`src/rtl/oponente_auto_pkg.sv`:
```
// Shared definitions for the automatic Y player: FSM states, the line cell table,
// the fallback cell preference order and small board helpers.
package oponente_auto_pkg;

  localparam int unsigned N_CELULAS = 9;
  localparam int unsigned N_LINHAS  = 8;

  typedef logic [0:8]      tabuleiro_t;
  typedef logic [3:0]      celula_t;
  typedef logic [0:2][3:0] linha_t;

  typedef enum logic [2:0] {
    ESPERA_X,
    BUSCA_VITORIA,
    BUSCA_BLOQUEIO,
    ESCOLHE_FIXA,
    ATRASO,
    GRAVA,
    FIM
  } estado_t;

  // Rows, then columns, then the two diagonals.
  function automatic linha_t celulas_linha(input logic [2:0] linha);
    linha_t t;
    case (linha)
      3'd0:    t = {4'd0, 4'd1, 4'd2};
      3'd1:    t = {4'd3, 4'd4, 4'd5};
      3'd2:    t = {4'd6, 4'd7, 4'd8};
      3'd3:    t = {4'd0, 4'd3, 4'd6};
      3'd4:    t = {4'd1, 4'd4, 4'd7};
      3'd5:    t = {4'd2, 4'd5, 4'd8};
      3'd6:    t = {4'd0, 4'd4, 4'd8};
      default: t = {4'd2, 4'd4, 4'd6};
    endcase
    return t;
  endfunction

  function automatic celula_t ordem_fixa(input logic [3:0] i);
    celula_t c;
    case (i)
      4'd0:    c = 4'd4;
      4'd1:    c = 4'd0;
      4'd2:    c = 4'd2;
      4'd3:    c = 4'd6;
      4'd4:    c = 4'd8;
      4'd5:    c = 4'd1;
      4'd6:    c = 4'd3;
      4'd7:    c = 4'd5;
      default: c = 4'd7;
    endcase
    return c;
  endfunction

  // Bit 4 flags a free cell was found; bits 3:0 carry that cell.
  function automatic logic [4:0] primeira_livre(input tabuleiro_t ocupado);
    logic [4:0] r;
    celula_t    c;
    r = '0;
    for (int unsigned i = 0; i < N_CELULAS; i++) begin
      c = ordem_fixa(4'(i));
      if (!r[4] && !ocupado[c]) r = {1'b1, c};
    end
    return r;
  endfunction

  function automatic logic [3:0] conta_bits(input tabuleiro_t v);
    logic [3:0] n;
    n = '0;
    for (int unsigned i = 0; i < N_CELULAS; i++) n = n + 4'(v[i]);
    return n;
  endfunction

endpackage

```
`src/rtl/oponente_auto_if.sv`:
```
// Board exchange between the game and the automatic Y player.
interface oponente_auto_if;
  import oponente_auto_pkg::*;

  tabuleiro_t posicaoX;
  logic       vencedor;
  tabuleiro_t posicaoY;
  logic       jogada_valida;
  logic       erro;

  modport master (
    input  posicaoX, vencedor,
    output posicaoY, jogada_valida, erro
  );

  modport slave (
    output posicaoX, vencedor,
    input  posicaoY, jogada_valida, erro
  );
endinterface

```
`src/rtl/oponente_auto_linha_avalia.sv`:
```
// Combinational evaluation of one board line: X/Y cell counts and first empty cell.
module linha_avalia
  import oponente_auto_pkg::*;
(
  input  tabuleiro_t i_x,
  input  tabuleiro_t i_y,
  input  logic [2:0] i_linha,
  output logic [1:0] o_cnt_x,
  output logic [1:0] o_cnt_y,
  output celula_t    o_vazia,
  output logic       o_tem_vazia
);
  linha_t w_cel;

  always_comb begin
    w_cel       = celulas_linha(i_linha);
    o_cnt_x     = '0;
    o_cnt_y     = '0;
    o_vazia     = '0;
    o_tem_vazia = 1'b0;
    for (int unsigned k = 0; k < 3; k++) begin
      if (i_x[w_cel[k]]) begin
        o_cnt_x = o_cnt_x + 2'd1;
      end else if (i_y[w_cel[k]]) begin
        o_cnt_y = o_cnt_y + 2'd1;
      end else if (!o_tem_vazia) begin
        o_vazia     = w_cel[k];
        o_tem_vazia = 1'b1;
      end
    end
  end
endmodule

```
`src/rtl/oponente_auto.sv`:
```
// Automatic tic-tac-toe player Y: answers each legal X move with a win, a block,
// or the first free cell of a fixed preference order, via a one-line-per-cycle scan.
module oponente_auto
  import oponente_auto_pkg::*;
#(
  parameter bit          Y_FIRST      = 1'b0,
  parameter int unsigned DELAY_CYCLES = 2
) (
  input logic            clock,
  input logic            reset,
  oponente_auto_if.master jogo
);
  localparam bit         SEM_ATRASO = (DELAY_CYCLES == 0);
  localparam logic [3:0] ULT_ATRASO = SEM_ATRASO ? 4'd0 : 4'(DELAY_CYCLES - 1);

  estado_t    r_state, w_state;
  logic [3:0] r_idx, w_idx;
  logic [3:0] r_cnt, w_cnt;
  celula_t    r_cell, w_cell;
  tabuleiro_t r_xprev, w_xprev;
  tabuleiro_t r_posy, w_posy;
  logic       r_jv, w_jv;
  logic       r_erro, w_erro;

  tabuleiro_t w_novo, w_limpo;
  logic [1:0] w_cnt_x, w_cnt_y;
  celula_t    w_vazia;
  logic       w_tem_vazia;
  logic [4:0] w_fixa;
  estado_t    w_pos_escolha;

  linha_avalia u_linha (
    .i_x        (r_xprev),
    .i_y        (r_posy),
    .i_linha    (r_idx[2:0]),
    .o_cnt_x    (w_cnt_x),
    .o_cnt_y    (w_cnt_y),
    .o_vazia    (w_vazia),
    .o_tem_vazia(w_tem_vazia)
  );

  always_ff @(posedge clock) begin
    if (reset) begin
      r_state <= Y_FIRST ? ESCOLHE_FIXA : ESPERA_X;
      r_idx   <= '0;
      r_cnt   <= '0;
      r_cell  <= '0;
      r_xprev <= '0;
      r_posy  <= '0;
      r_jv    <= 1'b0;
      r_erro  <= 1'b0;
    end else begin
      r_state <= w_state;
      r_idx   <= w_idx;
      r_cnt   <= w_cnt;
      r_cell  <= w_cell;
      r_xprev <= w_xprev;
      r_posy  <= w_posy;
      r_jv    <= w_jv;
      r_erro  <= w_erro;
    end
  end

  always_comb begin
    w_state       = r_state;
    w_idx         = r_idx;
    w_cnt         = r_cnt;
    w_cell        = r_cell;
    w_xprev       = r_xprev;
    w_posy        = r_posy;
    w_jv          = 1'b0;
    w_erro        = r_erro;
    w_novo        = jogo.posicaoX & ~r_xprev;
    w_limpo       = r_xprev & ~jogo.posicaoX;
    w_fixa        = primeira_livre(r_xprev | r_posy);
    w_pos_escolha = SEM_ATRASO ? GRAVA : ATRASO;

    if (r_state == FIM) begin
      w_state = FIM;
    end else if (jogo.vencedor) begin
      w_state = FIM;
    end else if (r_state == ESPERA_X) begin
      if (jogo.posicaoX != r_xprev) begin
        if (conta_bits(w_novo) == 4'd1 && w_limpo == '0 && (w_novo & r_posy) == '0) begin
          w_xprev = jogo.posicaoX;
          w_idx   = '0;
          w_state = BUSCA_VITORIA;
        end else begin
          w_erro  = 1'b1;
          w_state = FIM;
        end
      end
    end else if (jogo.posicaoX != r_xprev) begin
      w_erro  = 1'b1;
      w_state = FIM;
    end else begin
      case (r_state)
        BUSCA_VITORIA: begin
          if (w_cnt_y == 2'd2 && w_cnt_x == 2'd0 && w_tem_vazia) begin
            w_cell  = w_vazia;
            w_cnt   = '0;
            w_state = w_pos_escolha;
          end else if (r_idx == 4'(N_LINHAS - 1)) begin
            w_idx   = '0;
            w_state = BUSCA_BLOQUEIO;
          end else begin
            w_idx = r_idx + 4'd1;
          end
        end
        // Index N_LINHAS is a closing cycle after the last line before falling back.
        BUSCA_BLOQUEIO: begin
          if (r_idx == 4'(N_LINHAS)) begin
            w_state = ESCOLHE_FIXA;
          end else if (w_cnt_x == 2'd2 && w_cnt_y == 2'd0 && w_tem_vazia) begin
            w_cell  = w_vazia;
            w_cnt   = '0;
            w_state = w_pos_escolha;
          end else begin
            w_idx = r_idx + 4'd1;
          end
        end
        ESCOLHE_FIXA: begin
          if (w_fixa[4]) begin
            w_cell  = w_fixa[3:0];
            w_cnt   = '0;
            w_state = w_pos_escolha;
          end else begin
            w_state = FIM;
          end
        end
        ATRASO: begin
          if (r_cnt == ULT_ATRASO) w_state = GRAVA;
          else                     w_cnt   = r_cnt + 4'd1;
        end
        GRAVA: begin
          w_posy[r_cell] = 1'b1;
          w_jv           = 1'b1;
          w_state        = ESPERA_X;
        end
        default: w_state = FIM;
      endcase
    end
  end

  assign jogo.posicaoY      = r_posy;
  assign jogo.jogada_valida = r_jv;
  assign jogo.erro          = r_erro;
endmodule
```
`src/flat_wrapper.sv`:
```
// flat-port wrapper written by rule: the top's interface ports become plain ports
module oponente_auto_flat import oponente_auto_pkg::*;
#(
  parameter bit          Y_FIRST      = 1'b0,
  parameter int unsigned DELAY_CYCLES = 2
)
  (clock, reset, jogo_posicaoX, jogo_vencedor, jogo_posicaoY, jogo_jogada_valida, jogo_erro);
  oponente_auto_if jogo_i ();
  input logic clock;
  input logic reset;
  input wire logic [$bits(jogo_i.posicaoX)-1:0] jogo_posicaoX;
  input wire logic [$bits(jogo_i.vencedor)-1:0] jogo_vencedor;
  output wire logic [$bits(jogo_i.posicaoY)-1:0] jogo_posicaoY;
  output wire logic [$bits(jogo_i.jogada_valida)-1:0] jogo_jogada_valida;
  output wire logic [$bits(jogo_i.erro)-1:0] jogo_erro;
  assign jogo_i.posicaoX = jogo_posicaoX;
  assign jogo_i.vencedor = jogo_vencedor;
  assign jogo_posicaoY = jogo_i.posicaoY;
  assign jogo_jogada_valida = jogo_i.jogada_valida;
  assign jogo_erro = jogo_i.erro;
  oponente_auto #(.Y_FIRST(Y_FIRST), .DELAY_CYCLES(DELAY_CYCLES)) u_core (.clock(clock), .reset(reset), .jogo(jogo_i));
endmodule
```
`config.mk`:
```
export PLATFORM = sky130hd
export DESIGN_NAME = oponente_auto_flat
export DESIGN_NICKNAME = d
export VERILOG_FILES = /design/src/rtl/oponente_auto_pkg.sv /design/src/rtl/oponente_auto_if.sv /design/src/rtl/oponente_auto_linha_avalia.sv /design/src/rtl/oponente_auto.sv /design/src/flat_wrapper.sv
export SDC_FILE = /design/constraint.sdc
export NUM_CORES = 1
export LEC_CHECK = 0
export BUFFER_PORTS_ARGS = -buffer_cell sky130_fd_sc_hd__clkbuf_2
export CORE_UTILIZATION = 50
export CTS_BUF_LIST = sky130_fd_sc_hd__clkbuf_2 sky130_fd_sc_hd__clkbuf_4 sky130_fd_sc_hd__clkbuf_8
export DETAILED_ROUTE_END_ITERATION = 12
export PLACE_DENSITY_LB_ADDON = 0.05
export SYNTH_ARGS = -nofsm -noshare
export SYNTH_HDL_FRONTEND = slang
export SYNTH_HIERARCHICAL = 1
export SYNTH_SLANG_ARGS = --single-unit
```
`constraint.sdc`:
```
create_clock -name clock -period 11.04 [get_ports clock]
set_input_delay 2.208 -clock clock [delete_from_list [all_inputs] [get_ports clock]]
set_output_delay 2.208 -clock clock [all_outputs]
set_load 0.1 [all_outputs]
```
==> run_summary.xml, run 1 <==
<?xml version="1.0" encoding="UTF-8"?>
<metrics>
  <group name="global_route">
    <metric name="first_global_vias" unit="">2869</metric>
    <metric name="first_pass_grt_wire_length" unit="um">14300</metric>
    <metric name="grt_max_degree" unit="">36</metric>
    <metric name="global_route.overflow_total" unit="">0</metric>
    <metric name="grt_use_total" unit="%">25.17</metric>
    <metric name="number_of_antenna_violations_at_the_first_check_in_global_routing" unit="">0</metric>
  </group>
  <group name="critical_path">
    <metric name="end_kind" unit="">flop</metric>
    <metric name="worstSetupPathType" unit="">primary input to flop</metric>
    <metric name="biggest_fanout_along_the_worst_timing_path" unit="">7</metric>
    <metric name="critPathLaunchType" unit="">primary input</metric>
    <metric name="cell_with_the_largest_stage_delay_on_the_worst_path" unit="">sky130_fd_sc_hd__fa_1</metric>
    <metric name="crit_path_frequent_cell" unit="">sky130_fd_sc_hd__fa_1</metric>
    <metric name="timing.critical_path.cells" unit="">clkbuf_2 -&gt; ha_1 -&gt; inv_1 -&gt; fa_1 -&gt; inv_1 -&gt; fa_1 -&gt; fa_1 -&gt; inv_1 -&gt; fa_1 -&gt; fa_1 -&gt; nor4b_1 -&gt; nand3_1 -&gt; nor4_4 -&gt; a21oi_2 -&gt; or4_1 -&gt; a21oi_1</metric>
    <metric name="critical_path_data_arrival_time" unit="ns">6.71</metric>
    <metric name="cp_slowest_stage_delay" unit="ns">0.55</metric>
    <metric name="worst_ep_required_time" unit="ns">11.24</metric>
  </group>
  <group name="cells_and_area">
    <metric name="most-common-layout-cells" unit="">sky130_fd_sc_hd__nor2_1, sky130_fd_sc_hd__inv_1, sky130_fd_sc_hd__dfxtp_1, sky130_fd_sc_hd__ha_1</metric>
    <metric name="diodes" unit="">0</metric>
    <metric name="layout.cell_area.non_filler" unit="sq um">3555</metric>
    <metric name="final_nets" unit="">463</metric>
    <metric name="layout-drive-gt1-share" unit="%">15.48</metric>
    <metric name="layout-area-overhead-vs-synth" unit="%">5.339</metric>
    <metric name="final_cell_count_no_fill" unit="">497</metric>
    <metric name="final_common_cell" unit="">sky130_fd_sc_hd__nor2_1</metric>
  </group>
  <group name="synth">
    <metric name="syn-mean-instance-area" unit="sq um">8.332</metric>
    <metric name="yosys_reg_bits" unit="">35</metric>
    <metric name="synth-edff-count" unit="">0</metric>
    <metric name="synth.area.top_cells" unit="">sky130_fd_sc_hd__dfxtp_1, sky130_fd_sc_hd__ha_1, sky130_fd_sc_hd__nor2_1</metric>
    <metric name="synthesis.area" unit="sq um">3374</metric>
    <metric name="synthDominantCellAreaShare" unit="%">20.76</metric>
    <metric name="synth_largest_area_cell" unit="">sky130_fd_sc_hd__dfxtp_1</metric>
    <metric name="netlist-cell-type-count" unit="">86</metric>
    <metric name="synth_flop_cell" unit="">sky130_fd_sc_hd__dfxtp_1</metric>
    <metric name="syn_nets" unit="">449</metric>
    <metric name="ys_async_sr_fraction" unit="%">0</metric>
    <metric name="yosysWarningCount" unit="">6</metric>
    <metric name="netlist_instances" unit="">405</metric>
    <metric name="synth.yosys.seq_area_share" unit="%">20.76</metric>
  </group>
  <group name="sta">
    <metric name="final-setup-viol-count" unit="">0</metric>
    <metric name="hold_violations" unit="">0</metric>
    <metric name="slew_headroom" unit="%">58.13</metric>
    <metric name="final_max_slew_viol_count" unit="">0</metric>
    <metric name="fmaxAchievable" unit="MHz">153.7</metric>
    <metric name="final_critical_path_setup_slack" unit="ns">4.534</metric>
    <metric name="totalNegativeSetupSlack" unit="ns">0</metric>
    <metric name="worst-slew-pin-transition" unit="ns">0.6223</metric>
    <metric name="fin_crit" unit="ns">6.506</metric>
    <metric name="final.period_utilization" unit="%">58.94</metric>
    <metric name="rsz0062_at_grt" unit="">no</metric>
    <metric name="skew" unit="ns">0.008795</metric>
  </group>
  <group name="route">
    <metric name="drt_wl_total" unit="um">8419</metric>
    <metric name="num_vias" unit="">2964</metric>
    <metric name="vias_per_cell" unit="">5.964</metric>
    <metric name="total_drc_errors_in_the_routed_layout" unit="">4</metric>
    <metric name="detailedRoute.firstIterationViolations" unit="">131</metric>
    <metric name="detail_route.first_pass.iterations" unit="">9</metric>
    <metric name="routed_wire_length_per_instance" unit="um">16.94</metric>
    <metric name="ant_nets" unit="">0</metric>
  </group>
  <group name="cts">
    <metric name="clock_sinks" unit="">35</metric>
    <metric name="clkTransAtPathRegs" unit="ns">0.07</metric>
    <metric name="h-tree-depth" unit="">2</metric>
    <metric name="cts_stage_hold_buffer_count" unit="">0</metric>
    <metric name="cts-root-buf" unit="">sky130_fd_sc_hd__clkbuf_8</metric>
    <metric name="max_root_sink_buffers" unit="">2</metric>
    <metric name="insertion_delay" unit="ns">0.28</metric>
    <metric name="number_of_buffers_created_by_cts" unit="">5</metric>
    <metric name="post_cts_resized" unit="">0</metric>
    <metric name="cts_tree" unit="">done</metric>
    <metric name="cts.repair_timing.setup_buffer_count" unit="">0</metric>
  </group>
  <group name="placed_design">
    <metric name="placed_area" unit="sq um">3451</metric>
    <metric name="place.detailed.hpwl" unit="um">6344</metric>
    <metric name="post-place-ws" unit="ns">4.287</metric>
    <metric name="post-place-cells" unit="">489</metric>
    <metric name="gp_congestion" unit="">0.8690</metric>
    <metric name="port_buffers" unit="">22</metric>
  </group>
  <group name="floorplan">
    <metric name="pin_count" unit="">23</metric>
    <metric name="core-area" unit="sq um">6422</metric>
    <metric name="die_area" unit="sq um">7081</metric>
    <metric name="die_width" unit="um">84.15</metric>
    <metric name="row_count" unit="">29</metric>
    <metric name="initial_core_util" unit="%">52.54</metric>
    <metric name="die_height" unit="um">84.15</metric>
  </group>
  <group name="pwr">
    <metric name="worst_ir_drop_on_vdd" unit="V">0.00007154</metric>
    <metric name="total_power" unit="mW">0.3055</metric>
    <metric name="power_per_cell_area" unit="nW/um^2">85.95</metric>
    <metric name="power_leakage" unit="nW">1.440</metric>
  </group>
  <group name="run">
    <metric name="drv.max_cap_violation_count" unit="">0</metric>
  </group>
  <group name="hold_path">
    <metric name="worst_hold_path_type" unit="">flop to flop</metric>
  </group>
  <group name="outcome">
    <metric name="outcome" unit="">finished with violations</metric>
    <metric name="failed_checks" unit="">design-rule violations</metric>
  </group>
</metrics>
-- flip-flops by register name, summed over array words and instances, names as in the netlist --
name / flops
u_core/r_idx: 4
u_core/r_state: 3
u_core/jogo.posicaoY: 9
u_core/jogo.erro: 1
u_core/r_xprev: 9
u_core/r_cnt: 4
u_core/r_cell: 4
u_core/jogo.jogada_valida: 1
-- through the flow --
| step | utilization [%] | hold slack, ns |
|---|---|---|
| floorplan | - | 0.4448 |
| global placement | 53.73 | 0.4606 |
| detailed placement | 53.73 | 0.4633 |
| CTS | 55.35 | 0.4810 |
| global route | 55.35 | 0.5041 |
| finish | 55.35 | 0.4858 |
-- critical path, delay by kind of cell --
family	cells	cell delay [ns]
adder cells (fa/ha/maj)	6	2.71
AND/OR/NAND/NOR	4	1.22
buffers and inverters	4	0.28
AO/OA/AOI/OAI	2	0.30
-- final timing paths --
| kind | start | end | slack, ns | cells past startpoint |
|---|---|---|---|---|
| worst max-delay path | jogo_posicaoX[0] | u_core/r_idx[0] | 4.53 | 16 |
| worst max register to register | u_core/r_xprev[0] | u_core/r_idx[0] | 6.06 | 16 |
| worst min register to register | u_core/r_cell[2] | u_core/r_cell[2] | 0.49 | 2 |
| worst min-delay path | u_core/r_cell[2] | u_core/r_cell[2] | 0.49 | 2 |
-- logic make-up after synthesis --
group | count (synthesis) | share of synthesized area, %
AND/OR/NAND/NOR | 153 | 26.62
flip-flops | 35 | 20.76
multiplexers | 23 | 7.526
XOR/XNOR | 6 | 1.558
adder cells (fa/ha/maj) | 32 | 12.98
buffers and inverters | 62 | 9.417
AO/OA/AOI/OAI | 94 | 21.14
-- power by group --
part | total (mW) | switching [mW] | internal (mW)
Clock | 0.103 | 0.0437 | 0.0594
Combinational | 0.0702 | 0.0410 | 0.0292
Sequential | 0.132 | 0.00420 | 0.128
Total | 0.306 | 0.0888 | 0.217
-- Yosys cell counts, drive strengths merged, types with 2 or more instances --
| library cell | number |
|---|---|
| buf | 13 |
| clkbuf | 5 |
| nand3 | 11 |
| a211o | 3 |
| nand4 | 5 |
| a211oi | 2 |
| nor3 | 12 |
| mux2 | 6 |
| nor2 | 48 |
| xnor2 | 3 |
| o311ai | 3 |
| mux2i | 16 |
| a21o | 4 |
| a31oi | 5 |
| o2bb2ai | 5 |
| dfxtp | 35 |
| or4 | 4 |
| a21oi | 24 |
| nand2b | 9 |
| o21a | 3 |
| nor2b | 7 |
| ha | 27 |
| o31ai | 3 |
| o211ai | 3 |
| or3 | 5 |
| xor2 | 3 |
| o21ai | 12 |
| a22oi | 5 |
| nor4 | 5 |
| inv | 43 |
| nand3b | 9 |
| o221ai | 4 |
| nor3b | 6 |
| o41ai | 2 |
| and2 | 5 |
| fa | 5 |
| nor4b | 4 |
| or3b | 2 |
| o22ai | 5 |
| nand2 | 16 |
-- cell type report --
cell class	instances	area, sq um
fillers	606	2868
multi-input cells	308	2356
flip-flops and latches	35	700.7
inverters	44	165.2
repair buffers	25	132.6
clock buffers	8	103.9
well taps	77	96.34
-- layer usage --
| layer | global-route usage, % | up-vias | wire length, um |
|---|---|---|---|
| li1 | - | 1488 | - |
| met1 | 34.45 | 1400 | 4074 |
| met2 | 42.25 | 64 | 3920 |
| met3 | 2.852 | 12 | 259 |
| met4 | 6.583 | 0 | 165 |
| met5 | 0 | - | 0 |
Power figures use the tool's default switching activity.
==> inputs of run 2 (changes only) <==
--- a/config.mk
+++ b/config.mk
@@ -5,6 +5,7 @@
 export SDC_FILE = /design/constraint.sdc
 export NUM_CORES = 1
 export LEC_CHECK = 0
+export ABC_AREA = 1
 export BUFFER_PORTS_ARGS = -buffer_cell sky130_fd_sc_hd__clkbuf_2
 export CORE_UTILIZATION = 50
 export CTS_BUF_LIST = sky130_fd_sc_hd__clkbuf_2 sky130_fd_sc_hd__clkbuf_4 sky130_fd_sc_hd__clkbuf_8
==> constraint.sdc (replaced) <==
create_clock -name clock -period 5.5 [get_ports clock]
set_input_delay 1.1 -clock clock [delete_from_list [all_inputs] [get_ports clock]]
set_output_delay 1.1 -clock clock [all_outputs]
set_load 0.1 [all_outputs]
==> run_summary.xml, run 2 <==
<?xml version="1.0" encoding="UTF-8"?>
<metrics>
  <group name="sta">
    <metric name="final_critical_path_setup_slack" unit="ns">0.5849</metric>
    <metric name="rsz0062_at_grt" unit="">no</metric>
    <metric name="final.period_utilization" unit="%">89.37</metric>
    <metric name="final-setup-viol-count" unit="">0</metric>
    <metric name="skew" unit="ns">0.01385</metric>
    <metric name="fmaxAchievable" unit="MHz">203.5</metric>
    <metric name="totalNegativeSetupSlack" unit="ns">0</metric>
    <metric name="final_max_slew_viol_count" unit="">0</metric>
    <metric name="worst-slew-pin-transition" unit="ns">0.6169</metric>
    <metric name="slew_headroom" unit="%">58.83</metric>
    <metric name="hold_violations" unit="">0</metric>
    <metric name="fin_crit" unit="ns">4.915</metric>
  </group>
  <group name="run">
    <metric name="drv.max_cap_violation_count" unit="">0</metric>
  </group>
  <group name="synth">
    <metric name="synth_top_family_by_area" unit="">simple AND/OR/NAND/NOR gates</metric>
    <metric name="synthAdderAreaFrac" unit="%">12.83</metric>
    <metric name="yosys_reg_bits" unit="">35</metric>
    <metric name="netlist-cell-type-count" unit="">40</metric>
    <metric name="ys_async_sr_fraction" unit="%">0</metric>
    <metric name="synth_flop_cell" unit="">sky130_fd_sc_hd__dfxtp_1</metric>
    <metric name="synth_mux_area_share" unit="%">0</metric>
    <metric name="synthDominantCellAreaShare" unit="%">20.54</metric>
    <metric name="syn_nets" unit="">582</metric>
    <metric name="post-synth-top-count-cell" unit="">sky130_fd_sc_hd__nand2_1</metric>
    <metric name="synth-edff-count" unit="">0</metric>
    <metric name="syn-mean-instance-area" unit="sq um">6.342</metric>
    <metric name="synthesis.area" unit="sq um">3412</metric>
    <metric name="netlist_instances" unit="">538</metric>
    <metric name="synth_compound_area_share" unit="%">10.63</metric>
    <metric name="post_synth_xor_area_fraction" unit="%">1.027</metric>
    <metric name="synth_largest_area_cell" unit="">sky130_fd_sc_hd__dfxtp_1</metric>
    <metric name="synth_common_cells" unit="">sky130_fd_sc_hd__nand2_1, sky130_fd_sc_hd__inv_1, sky130_fd_sc_hd__nor2_1, sky130_fd_sc_hd__nand3_1, sky130_fd_sc_hd__dfxtp_1</metric>
    <metric name="yosysWarningCount" unit="">6</metric>
    <metric name="synth.area.top_cells" unit="">sky130_fd_sc_hd__dfxtp_1, sky130_fd_sc_hd__nand2_1, sky130_fd_sc_hd__ha_1</metric>
    <metric name="post_synth_and_or_nand_nor_area_fraction" unit="%">43.45</metric>
    <metric name="synth.yosys.seq_area_share" unit="%">20.54</metric>
  </group>
  <group name="critical_path">
    <metric name="critPathLaunchType" unit="">primary input</metric>
    <metric name="critical_path_data_arrival_time" unit="ns">5.07</metric>
    <metric name="end_kind" unit="">flop</metric>
    <metric name="ff2ff_path_depth" unit="">15</metric>
    <metric name="regToRegEndpoint" unit="">u_core/r_xprev[0]</metric>
    <metric name="worst-r2r-setup-slack" unit="ns">0.96</metric>
    <metric name="r2r_start" unit="">u_core/r_xprev[0]</metric>
    <metric name="biggest_fanout_along_the_worst_timing_path" unit="">18</metric>
    <metric name="worstSetupPathType" unit="">primary input to flop</metric>
    <metric name="worst_ep_required_time" unit="ns">5.66</metric>
  </group>
  <group name="global_route">
    <metric name="grt_max_degree" unit="">19</metric>
    <metric name="first_global_vias" unit="">3360</metric>
    <metric name="global_route.overflow_total" unit="">0</metric>
    <metric name="first_pass_grt_wire_length" unit="um">15790</metric>
    <metric name="number_of_antenna_violations_at_the_first_check_in_global_routing" unit="">0</metric>
    <metric name="grt_use_total" unit="%">27.73</metric>
  </group>
  <group name="outcome">
    <metric name="outcome" unit="">completed</metric>
  </group>
  <group name="placed_design">
    <metric name="post-place-ws" unit="ns">0.2988</metric>
    <metric name="place.detailed.hpwl" unit="um">7272</metric>
    <metric name="gp_congestion" unit="">0.9209</metric>
    <metric name="port_buffers" unit="">22</metric>
  </group>
  <group name="cells_and_area">
    <metric name="diodes" unit="">0</metric>
    <metric name="final_nets" unit="">605</metric>
    <metric name="most-common-layout-cells" unit="">sky130_fd_sc_hd__nand2_1, sky130_fd_sc_hd__inv_1, sky130_fd_sc_hd__nor2_1, sky130_fd_sc_hd__nand3_1, sky130_fd_sc_hd__dfxtp_1</metric>
    <metric name="final_common_cell" unit="">sky130_fd_sc_hd__nand2_1</metric>
    <metric name="layout-area-overhead-vs-synth" unit="%">7.884</metric>
    <metric name="layout-drive-gt1-share" unit="%">16.19</metric>
  </group>
  <group name="cts">
    <metric name="h-tree-depth" unit="">2</metric>
    <metric name="insertion_delay" unit="ns">0.29</metric>
    <metric name="clkTransAtPathRegs" unit="ns">0.07</metric>
    <metric name="post_cts_resized" unit="">0</metric>
    <metric name="clock_sinks" unit="">35</metric>
    <metric name="cts.repair_timing.setup_buffer_count" unit="">0</metric>
    <metric name="cts_stage_hold_buffer_count" unit="">0</metric>
    <metric name="cts_tree" unit="">done</metric>
    <metric name="max_root_sink_buffers" unit="">2</metric>
    <metric name="number_of_buffers_created_by_cts" unit="">5</metric>
    <metric name="cts-root-buf" unit="">sky130_fd_sc_hd__clkbuf_8</metric>
  </group>
  <group name="floorplan">
    <metric name="core-area" unit="sq um">6459</metric>
    <metric name="pin_count" unit="">23</metric>
    <metric name="die_width" unit="um">84.61</metric>
    <metric name="row_count" unit="">29</metric>
    <metric name="initial_core_util" unit="%">52.83</metric>
    <metric name="die_area" unit="sq um">7158</metric>
    <metric name="die_height" unit="um">84.61</metric>
  </group>
  <group name="route">
    <metric name="detailedRoute.firstIterationViolations" unit="">171</metric>
    <metric name="num_vias" unit="">3459</metric>
    <metric name="highest_layer_used_for_signal_routing" unit="">met4</metric>
    <metric name="detail_route.first_pass.iterations" unit="">6</metric>
    <metric name="detailroute.wirelength.met3" unit="um">368</metric>
    <metric name="m1WireLength" unit="um">4291</metric>
    <metric name="met2_wl" unit="um">4385</metric>
    <metric name="ant_nets" unit="">0</metric>
    <metric name="drt_wl_total" unit="um">9148</metric>
    <metric name="routed_wire_length_per_instance" unit="um">14.32</metric>
    <metric name="vias_per_cell" unit="">5.413</metric>
    <metric name="total_drc_errors_in_the_routed_layout" unit="">0</metric>
  </group>
  <group name="hold_path">
    <metric name="hold_path_startpoint" unit="">u_core/r_cell[2]</metric>
    <metric name="hold_path_depth" unit="">2</metric>
    <metric name="worstHoldEndpoint" unit="">u_core/r_cell[2]</metric>
    <metric name="worst_hold_path_type" unit="">flop to flop</metric>
  </group>
  <group name="pwr">
    <metric name="worst_ir_drop_on_vdd" unit="V">0.0001201</metric>
    <metric name="power_leakage" unit="nW">1.786</metric>
    <metric name="power_per_cell_area" unit="nW/um^2">187.1</metric>
  </group>
</metrics>
run 2: cell types whose count changed after synthesis, sizes merged, moves of 16 or more:
| cell | before | now |
|---|---|---|
| inv | 43 | 94 |
| mux2i | 16 | 0 |
| nand3 | 11 | 56 |
| nand2 | 16 | 134 |
| nor2 | 48 | 72 |
| nand4 | 5 | 25 |
| o21ai | 12 | 31 |
run 2: worst max path at each step:
| stage | startpoint | endpoint | slack [ns] | cells after the start |
|---|---|---|---|---|
| detailed placement | jogo_posicaoX[0] | u_core/r_xprev[3] | 0.30 | 16 |
| CTS | jogo_posicaoX[0] | u_core/r_xprev[0] | 0.59 | 16 |
| global placement | jogo_posicaoX[0] | u_core/r_xprev[1] | 0.42 | 16 |
| floorplan | jogo_posicaoX[0] | u_core/r_idx[1] | 0.73 | 16 |
| global route | jogo_posicaoX[0] | u_core/r_xprev[4] | 0.27 | 16 |
| finish | jogo_posicaoX[0] | u_core/r_xprev[0] | 0.58 | 15 |
run 2: layout make-up:
type / instances / area [sq um]
clock buffer: 7 / 90.09
clock inverter: 1 / 8.758
fill: 661 / 2778
inverter: 95 / 356.6
multi-input combinational: 402 / 2318
sequential: 35 / 700.7
tap: 77 / 96.34
timing repair buffer: 22 / 110.1
run 2: kinds of logic after synthesis:
group                    after synthesis
AO/OA/AOI/OAI                         66
flip-flops                            35
adder cells (fa/ha/maj)               32
AND/OR/NAND/NOR                      300
XOR/XNOR                               4
buffers and inverters                101
run 2: power by group:
| part | internal [mW] | total [mW] | switching, mW |
|---|---|---|---|
| combinational | 0.0747 | 0.215 | 0.140 |
| sequential | 0.259 | 0.270 | 0.0109 |
| clock | 0.108 | 0.204 | 0.0962 |
| total | 0.442 | 0.689 | 0.247 |
run 2: metrics by stage:
| stage | power [mW] | area, sq um | hold WS (ns) | instances | util [%] |
|---|---|---|---|---|---|
| floorplan | 0.4401 | 3412 | 0.4628 | 538 | - |
| global placement | 0.4802 | 3582 | 0.4798 | 631 | 55.46 |
| detailed placement | 0.4888 | 3582 | 0.4829 | 631 | 55.46 |
| CTS | 0.6938 | 3681 | 0.4968 | 639 | 56.99 |
| global route | 0.7407 | 3681 | 0.5405 | 639 | 56.99 |
| finish | 0.6887 | 3681 | 0.4940 | 639 | 56.99 |
run 2: per-layer routing:
metal | vias up | GRT usage, %
met4 | 0 | 7.550
met2 | 94 | 47.52
li1 | 1773 | -
met1 | 1582 | 36.65
met5 | - | 0
met3 | 10 | 3.638
run 2: critical path: stages:
cell	delay, ns
sky130_fd_sc_hd__clkbuf_2	0.10
sky130_fd_sc_hd__ha_1	0.17
sky130_fd_sc_hd__inv_1	0.08
sky130_fd_sc_hd__fa_1	0.55
sky130_fd_sc_hd__inv_1	0.06
sky130_fd_sc_hd__fa_1	0.50
sky130_fd_sc_hd__fa_1	0.54
sky130_fd_sc_hd__inv_1	0.06
sky130_fd_sc_hd__fa_1	0.46
sky130_fd_sc_hd__fa_1	0.49
sky130_fd_sc_hd__nand4_1	0.15
sky130_fd_sc_hd__nor3_4	0.17
sky130_fd_sc_hd__nand3_2	0.31
sky130_fd_sc_hd__o21ai_0	0.27
sky130_fd_sc_hd__a21oi_1	0.06
